## config.mk

```make
export PLATFORM = sky130hd
export DESIGN_NAME = zcd_frame_ctrl
export DESIGN_NICKNAME = d
export VERILOG_FILES = /design/src/rtl/zcd_frame_ctrl.sv
export SDC_FILE = /design/constraint.sdc
export NUM_CORES = 1
export LEC_CHECK = 0
export CELL_PAD_IN_SITES_DETAIL_PLACEMENT = 1
export CELL_PAD_IN_SITES_GLOBAL_PLACEMENT = 1
export CORE_MARGIN = 4
export CORE_UTILIZATION = 30
export CTS_BUF_LIST = sky130_fd_sc_hd__clkbuf_4 sky130_fd_sc_hd__clkbuf_8
export DETAILED_ROUTE_END_ITERATION = 8
export DONT_BUFFER_PORTS = 1
export GPL_ROUTABILITY_DRIVEN = 0
export PLACE_DENSITY_LB_ADDON = 0.1
export SETUP_SLACK_MARGIN = 0.5
export SYNTH_ARGS = -nofsm -noshare
export SYNTH_HDL_FRONTEND = slang
export SYNTH_SLANG_ARGS = --single-unit
```

## constraint.sdc

```tcl
create_clock -name sclk_3mhz -period 2.4 [get_ports sclk_3mhz]
set_input_delay 0.72 -clock sclk_3mhz [delete_from_list [all_inputs] [get_ports sclk_3mhz]]
set_output_delay 0.72 -clock sclk_3mhz [all_outputs]
set_load 0.01 [all_outputs]
```

## src/rtl/zcd_frame_ctrl.sv

```systemverilog
// zcd_frame_ctrl: frame controller behind the ZCD pulse-interval decoder.
// It gates the decoder and hunts for a preamble. It then collects an
// MSB-first payload under an inter-symbol gap timeout, and hands each
// finished frame out over valid/ready.
// Ports: sclk_3mhz, reset_n (async, active-low), enable,
//   sym_valid/sym_bit/sym_err (decoder input),
//   dec_en, frame_data/frame_valid/frame_ready, frame_err,
//   drop_cnt (symbols dropped while holding a frame), state.
module zcd_frame_ctrl #(
  parameter int DATA_BITS = 8,
  parameter int PRE_LEN = 4,
  parameter logic [PRE_LEN-1:0] PREAMBLE = 4'b0101,
  parameter int TIMEOUT = 31
) (
  input  logic                 sclk_3mhz,
  input  logic                 reset_n,
  input  logic                 enable,
  input  logic                 sym_valid,
  input  logic                 sym_bit,
  input  logic                 sym_err,
  output logic                 dec_en,
  output logic [DATA_BITS-1:0] frame_data,
  output logic                 frame_valid,
  input  logic                 frame_ready,
  output logic                 frame_err,
  output logic [7:0]           drop_cnt,
  output logic [1:0]           state
);

  typedef enum logic [1:0] {
    IDLE    = 2'd0,
    HUNT    = 2'd1,
    PAYLOAD = 2'd2,
    DONE    = 2'd3
  } state_t;

  localparam logic [4:0] LAST_BIT = 5'(DATA_BITS - 1);
  localparam logic [7:0] TMO      = 8'(TIMEOUT);

  state_t               state_q;
  logic                 dec_en_q;
  logic [DATA_BITS-1:0] frame_data_q;
  logic                 frame_valid_q;
  logic                 frame_err_q;
  logic [7:0]           drop_cnt_q;
  logic [PRE_LEN-1:0]   pre_sr_q;
  logic [DATA_BITS-1:0] data_sr_q;
  logic [4:0]           bit_cnt_q;
  logic [7:0]           gap_cnt_q;

  logic                 good;
  logic                 bad;
  logic [PRE_LEN-1:0]   pre_d;
  logic [DATA_BITS-1:0] data_d;
  logic [7:0]           gap_d;
  logic [7:0]           drop_d;

  assign good   = sym_valid & ~sym_err;
  assign bad    = sym_valid & sym_err;
  assign pre_d  = {pre_sr_q[PRE_LEN-2:0], sym_bit};
  assign data_d = {data_sr_q[DATA_BITS-2:0], sym_bit};
  assign gap_d  = (gap_cnt_q == TMO) ? gap_cnt_q
                                     : gap_cnt_q + 8'd1;
  assign drop_d = (drop_cnt_q == 8'hFF) ? drop_cnt_q
                                        : drop_cnt_q + 8'd1;

  always_ff @(posedge sclk_3mhz or negedge reset_n) begin
    if (!reset_n) begin
      state_q       <= IDLE;
      dec_en_q      <= 1'b0;
      frame_data_q  <= '0;
      frame_valid_q <= 1'b0;
      frame_err_q   <= 1'b0;
      drop_cnt_q    <= '0;
      pre_sr_q      <= '0;
      data_sr_q     <= '0;
      bit_cnt_q     <= '0;
      gap_cnt_q     <= '0;
    end else begin
      frame_err_q <= 1'b0;
      unique case (state_q)
        IDLE: begin
          if (enable) begin
            state_q  <= HUNT;
            dec_en_q <= 1'b1;
          end
        end
        HUNT: begin
          if (!enable) begin
            state_q   <= IDLE;
            dec_en_q  <= 1'b0;
            pre_sr_q  <= '0;
            data_sr_q <= '0;
            bit_cnt_q <= '0;
            gap_cnt_q <= '0;
          end else if (bad) begin
            pre_sr_q <= '0;
          end else if (good) begin
            if (pre_d == PREAMBLE) begin
              state_q   <= PAYLOAD;
              pre_sr_q  <= '0;
              bit_cnt_q <= '0;
              gap_cnt_q <= '0;
            end else begin
              pre_sr_q <= pre_d;
            end
          end
        end
        PAYLOAD: begin
          if (!enable) begin
            state_q   <= IDLE;
            dec_en_q  <= 1'b0;
            pre_sr_q  <= '0;
            data_sr_q <= '0;
            bit_cnt_q <= '0;
            gap_cnt_q <= '0;
          end else if (bad) begin
            state_q     <= HUNT;
            frame_err_q <= 1'b1;
            data_sr_q   <= '0;
            bit_cnt_q   <= '0;
            gap_cnt_q   <= '0;
          end else if (good) begin
            gap_cnt_q <= '0;
            if (bit_cnt_q == LAST_BIT) begin
              state_q       <= DONE;
              dec_en_q      <= 1'b0;
              frame_data_q  <= data_d;
              frame_valid_q <= 1'b1;
              data_sr_q     <= '0;
              bit_cnt_q     <= '0;
            end else begin
              data_sr_q <= data_d;
              bit_cnt_q <= bit_cnt_q + 5'd1;
            end
          end else if (gap_d == TMO) begin
            // Abort on the idle cycle whose count reaches TIMEOUT.
            state_q     <= HUNT;
            frame_err_q <= 1'b1;
            data_sr_q   <= '0;
            bit_cnt_q   <= '0;
            gap_cnt_q   <= '0;
          end else begin
            gap_cnt_q <= gap_d;
          end
        end
        DONE: begin
          // In-flight decoder symbols are dropped and counted.
          if (sym_valid) begin
            drop_cnt_q <= drop_d;
          end
          if (frame_valid_q && frame_ready) begin
            frame_valid_q <= 1'b0;
            if (enable) begin
              state_q  <= HUNT;
              dec_en_q <= 1'b1;
            end else begin
              state_q <= IDLE;
            end
          end
        end
      endcase
    end
  end

  assign dec_en      = dec_en_q;
  assign frame_data  = frame_data_q;
  assign frame_valid = frame_valid_q;
  assign frame_err   = frame_err_q;
  assign drop_cnt    = drop_cnt_q;
  assign state       = state_q;

endmodule

```

Word-level counts from Yosys, hierarchy flattened
Cells that the tools add are included.
Widths: inputs -> output; s select.
Word-level totals
  register bits after elaboration: 44
  output and inout bits: 21
  logic and storage cells: 121
Cells by class
  $add $sub $neg: 3
  eq/ne operators: 25
  muxes and demuxes: 65
  bitwise operators: 5
  reduce and logical (&&, ||, !) cells: 13
Operators by type and width (number)
  $mux 8: 9
  $mux 5: 9
  $mux 7: 6
  $mux 2: 11
  $mux 1: 18
  $ne 3x3->1 const B: 6
  $add 8x1->8 const B: 2
  $eq 8x5->1 const B: 2
  $ne 2x2->1 const B: 8
  $pmux 8 s2: 1
  $mux 3: 5
  $reduce_and 5->1: 3
  $pmux 7 s2: 1
  $ne 5x5->1 const B: 2
  $pmux 5 s2: 1
  $reduce_and 3->1: 3
  $eq 8x8->1 const B: 1
  $pmux 2 s4: 1
  $reduce_and 7->1: 1
  $pmux 3 s2: 1
  $reduce_and 6->1: 1
  $add 5x1->5 const B: 1
  $eq 5x3->1 const B: 1
  $eq 2x2->1 const B: 2
  11 further kinds: 15

Longest topological paths before layout
  word-level depth: 8
  mapped depth: 8
  depth with buffers taken out: 7

Worst setup path before layout
OpenSTA, ideal clock, no wires.
  path kind: reg-to-reg
  from: reg gap_cnt_q[0]
  to: reg state_q[1] (netlist: state[1])
  library setup time: 0.122 ns
  arrival time: 2.054 ns
  required time: 2.278 ns
  setup slack: 0.224 ns
  cell stages (with the launch flop): 8
  path buffers: 1
  period minus slack after synthesis: 2.176 ns
  path through: dfrtp_1 ha_1 a2111oi_0 a41oi_1 a222oi_1 buf_4 nand3_2 a32o_1
On the way
  word-level cells in the longest chain between the ends: 5
  elaborated cells on any way between the ends: 6
  those cells by class: add/sub (1); eq/ne (3); mux (1); reduce/logical (1)
RTL lines
  from (decl): RTL line 49  | logic [7:0] gap_cnt_q;
  from (signal assigned): RTL line 144  | gap_cnt_q <= gap_d;
  $add 8x1->8 or $eq 8x5->1 (tied branches): RTL line 63, 62
  $mux 8 *: RTL line 62  | assign gap_d = (gap_cnt_q == TMO) ? gap_cnt_q
  $eq 8x5->1 *: RTL line 136  | end else if (gap_d == TMO) begin
  $ne 5x5->1 (no line) *
  $reduce_and 7->1 (no line) *
  to (signal assigned): RTL line 69  | state_q <= IDLE;
  to (signal assigned): RTL line 138  | state_q <= HUNT;
  to (signal assigned): RTL line 155  | state_q <= HUNT;
  to (decl): RTL line 40  | state_t state_q;
Mark *: on every way between the ends. The rest lies on a longest branch, timed or not.
A chain may end at the register's enable or synchronous reset.

Final worst setup path
  from: reg gap_cnt_q[1]
  to: reg state_q[0] (netlist: state[0])
The elaborated chain is that of the path after synthesis.

==> run_results.csv <==
group,metric,value,unit
outcome,outcome,"finished clean",
timing,finalSetupViolations,0,
timing,hold_viol,0,
global_routing,antenna_found_initial,0,
synth,ys_warn_count,0,
power_and_ir_drop,netSwitchingFraction,0.364,
setup_path,crit_type,"register to register",
clock_tree,root_buffer,"clkbuf_8",
layout,area_delta_synth_final,21.0,%
setup_path,cp-start-kind,"register",
setup_path,critPathMaxFanout,6,
layout,diodes,0,
clock_tree,insertion_delay,300,ps
timing,min_period,2090,ps
setup_path,rrSetupSlack,310,ps
global_routing,first_global_vias,2173,
clock_tree,numCtsBuffers,5,
floorplanning,dieArea,0.00974,mm^2
layout,regArea,0.00111,mm^2
drt,drt_pass1_iterations,4,
synth,synth_flop_cell,"dfrtp_1",
setup_path,cpMaxStageDelayCell,"dfrtp_2",
synth,synth_fa_ha_area_frac,0.0355,
synth,synth_edf_count,0,
synth,async_flop_share,1.00,
global_routing,grt_pass1_wl,11000,um
power_and_ir_drop,comb_power_share,0.332,
placement,place_area,0.00265,mm^2
layout,fin_nets,300,
setup_path,cp.required,2590,ps
floorplanning,num_rows,32,
synth,synth_area,0.00247,mm^2
layout,multi_input_area,0.00142,mm^2
synth,seq_area_frac_synth,0.446,
timing,slew_headroom,0.716,
global_routing,overflow,0,
power_and_ir_drop,ir_worst_vdd,407,uV
timing,min_period_over_period,0.872,
power_and_ir_drop,power_frac_seq,0.438,
timing,clock.fmax,478,MHz
drt,num_vias,2081,
layout,fillCellCount,934,
timing,finalSetupTns,0,ps
synth,synthMuxAreaShare,0.0172,
clock_tree,cts.path.max_buffers,2,
setup_path,critPathMaxStageDelay,430,ps
timing,clock_skew,11.5,ps
placement,dp_hpwl,4470,um
drt,routed_via_density,5.35,
power_and_ir_drop,p_int,0.00140,W
floorplanning,die_x,98.7,um
timing,rsz0062_at_grt,"true",
setup_path,crit_path_end_kind,"register",
timing,finalMaxSlewViolations,0,
power_and_ir_drop,power.leakage,1.21,nW
floorplanning,ios,28,
synth,synth_xor_area_frac,0.0284,
floorplanning,start_util,0.315,
clock_tree,path_clk_slew,90,ps
drt,wl_per_cell,16.6,um
power_and_ir_drop,power_frac_clock,0.230,
power_and_ir_drop,power_density,739,mW/mm^2
drt,drtIter0Drc,62,
setup_path,arrival,2290,ps
floorplanning,die_y,98.7,um
clock_tree,cts_tree,"done",
synth,synth_top_family_by_area,"compound AO/OA/AOI/OAI gates",
global_routing,grt_usage,0.136,
drt,wl,6460,um
placement,portBuffers,0,
drt,drc,0,
synth,synth_seq_cells,44,
layout,drive_gt1_frac,0.233,
job,cap_violations,0,
layout,fin_util,0.381,
synth,syn_avg_cell_area,9.25,um^2
synth,synthesis.nets,281,
clock_tree,htreeDepth,2,
synth,ys_types,57,
floorplanning,core-area,0.00785,mm^2
layout,design_area,0.00299,mm^2
synth,synth-compound-area-share,0.220,
clock_tree,cts.sinks,44,
timing,worstMarginPinSlew,425,ps
drt,ant_nets,0,
clock_tree,cts-hold-fix-buffers,0,
global_routing,grt_max_degree,45,
setup_path,path_cells,"ha_4 -> nand2b_1 -> a211o_1 -> a222oi_1 -> buf_4 -> nand3_2 -> a32o_1",
synth,synthCells,267,
worst_hold_path,min_path_type,"primary input to async pin",
power_and_ir_drop,p_sw,0.000803,W
synth,yosys.area_share.simple,0.204,
[what timing repair did]
| item | 4_1_cts | 5_1_grt |
|---|---|---|
| setup endpoints to repair | 30 | 38 |
| gates resized for setup | 23 | 16 |
| gates cloned | 1 | 1 |
| pin swaps | 5 | 4 |
| buffers inserted | 5 | 6 |
[cells in the mapped netlist, types with 3 or more instances]
cell,n,area share
nor3_1,5,0.010
xor2_1,4,0.014
nand3_1,8,0.016
inv_1,17,0.026
nor2b_1,4,0.010
a22o_1,3,0.011
nand2_1,35,0.053
xnor2_1,4,0.014
a21o_1,3,0.0091
nor4_1,3,0.0076
and2_1,3,0.0076
a22oi_1,9,0.027
a211oi_1,5,0.015
a21oi_1,15,0.030
ha_1,7,0.035
nand2b_1,7,0.018
clkbuf_1,5,0.0076
o21ai_0,21,0.043
o22a_1,3,0.011
nor2_1,11,0.017
dfrtp_1,44,0.45
[final timing paths]
path / cells after the start / startpoint / endpoint
max: 7 / gap_cnt_q[1] / state[0]
min: 0 / reset_n / frame_data[3]
max reg2reg: 7 / gap_cnt_q[1] / state[0]
min reg2reg: 2 / data_sr_q[6] / data_sr_q[6]
max in group asynchronous: 0 / reset_n / gap_cnt_q[1]
min in group sclk_3mhz: 2 / data_sr_q[6] / data_sr_q[6]
[layout by cell type (no fill, tap or decap), drive strengths merged, types with 3 or more instances in the layout]
cell type,netlist,final
dfrtp,44,44
nand2,35,35
o21ai,22,22
buf,5,21
inv,17,17
a21oi,15,15
nor2,11,11
a22oi,9,9
nand3,9,9
nand2b,7,7
clkbuf,5,7
ha,7,7
a211oi,5,5
nor3,5,5
xnor2,4,4
nor2b,4,4
xor2,4,4
and2,4,4
or2,2,3
nor4,3,3
o22a,3,3
a22o,3,3
a21o,3,3
[cell type report]
cell class              instances  share of cell area
flip-flops and latches         44               0.370
clock inverters                 1             0.00251
multi-input cells             197               0.477
well taps                     102              0.0427
clock buffers                   7              0.0302
inverters                      17              0.0214
repair buffers                 21              0.0561
[power by group through the flow]
stage	Clock, W	Sequential, W	Combinational (W)
final	0.000508	0.000967	0.000732
after global routing	0.000561	0.000986	0.000826
after CTS	0.000530	0.000953	0.000627
after detailed placement	0	0.000965	0.000569
after global placement	0	0.000967	0.000570
after floorplan	0	0.000936	0.000414
[flip-flops by register name (all words and copies together) (netlist names)]
signal       count
dec_en           1
gap_cnt_q        8
drop_cnt         8
frame_valid      1
data_sr_q        7
state            2
frame_err        1
pre_sr_q         3
frame_data       8
bit_cnt_q        5
[through the flow]
step                      hold WS, ps  power [W]  setup WS, ps  instances
final                             105    0.00221           307        389
after global routing             78.1    0.00237           197        389
after CTS                        89.5    0.00211           349        382
after detailed placement          427    0.00153           188        368
after global placement            427    0.00154           231        368
after floorplan                   424    0.00135           366        267
[critical path, delay by kind of cell, from the launching register on]
kind	cells	cell delay, ps
AOI/OAI and AO/OA	3	970
adders and majority gates	1	200
buffers and inverters	1	250
DFF	1	430
and+or+nand+nor	2	140
[metal layers]
layer  part of all wire  up-vias  track usage
li1                   -     1003            -
met1               0.49     1036        0.191
met2               0.45       35        0.209
met3              0.050        7       0.0382
met4             0.0098        0       0.0315
met5                  0        -            0
[cell families (layout without fill, tap and decap cells)]
| kind of cell | after synthesis | in the layout |
|---|---|---|
| XOR/XNOR | 8 | 8 |
| flip-flops | 44 | 44 |
| buffers and inverters | 27 | 46 |
| multiplexers | 4 | 4 |
| AO/OA/AOI/OAI | 82 | 82 |
| adder cells (fa/ha/maj) | 7 | 7 |
| AND/OR/NAND/NOR | 95 | 96 |
No activity file was read; power rests on OpenSTA's default activity.
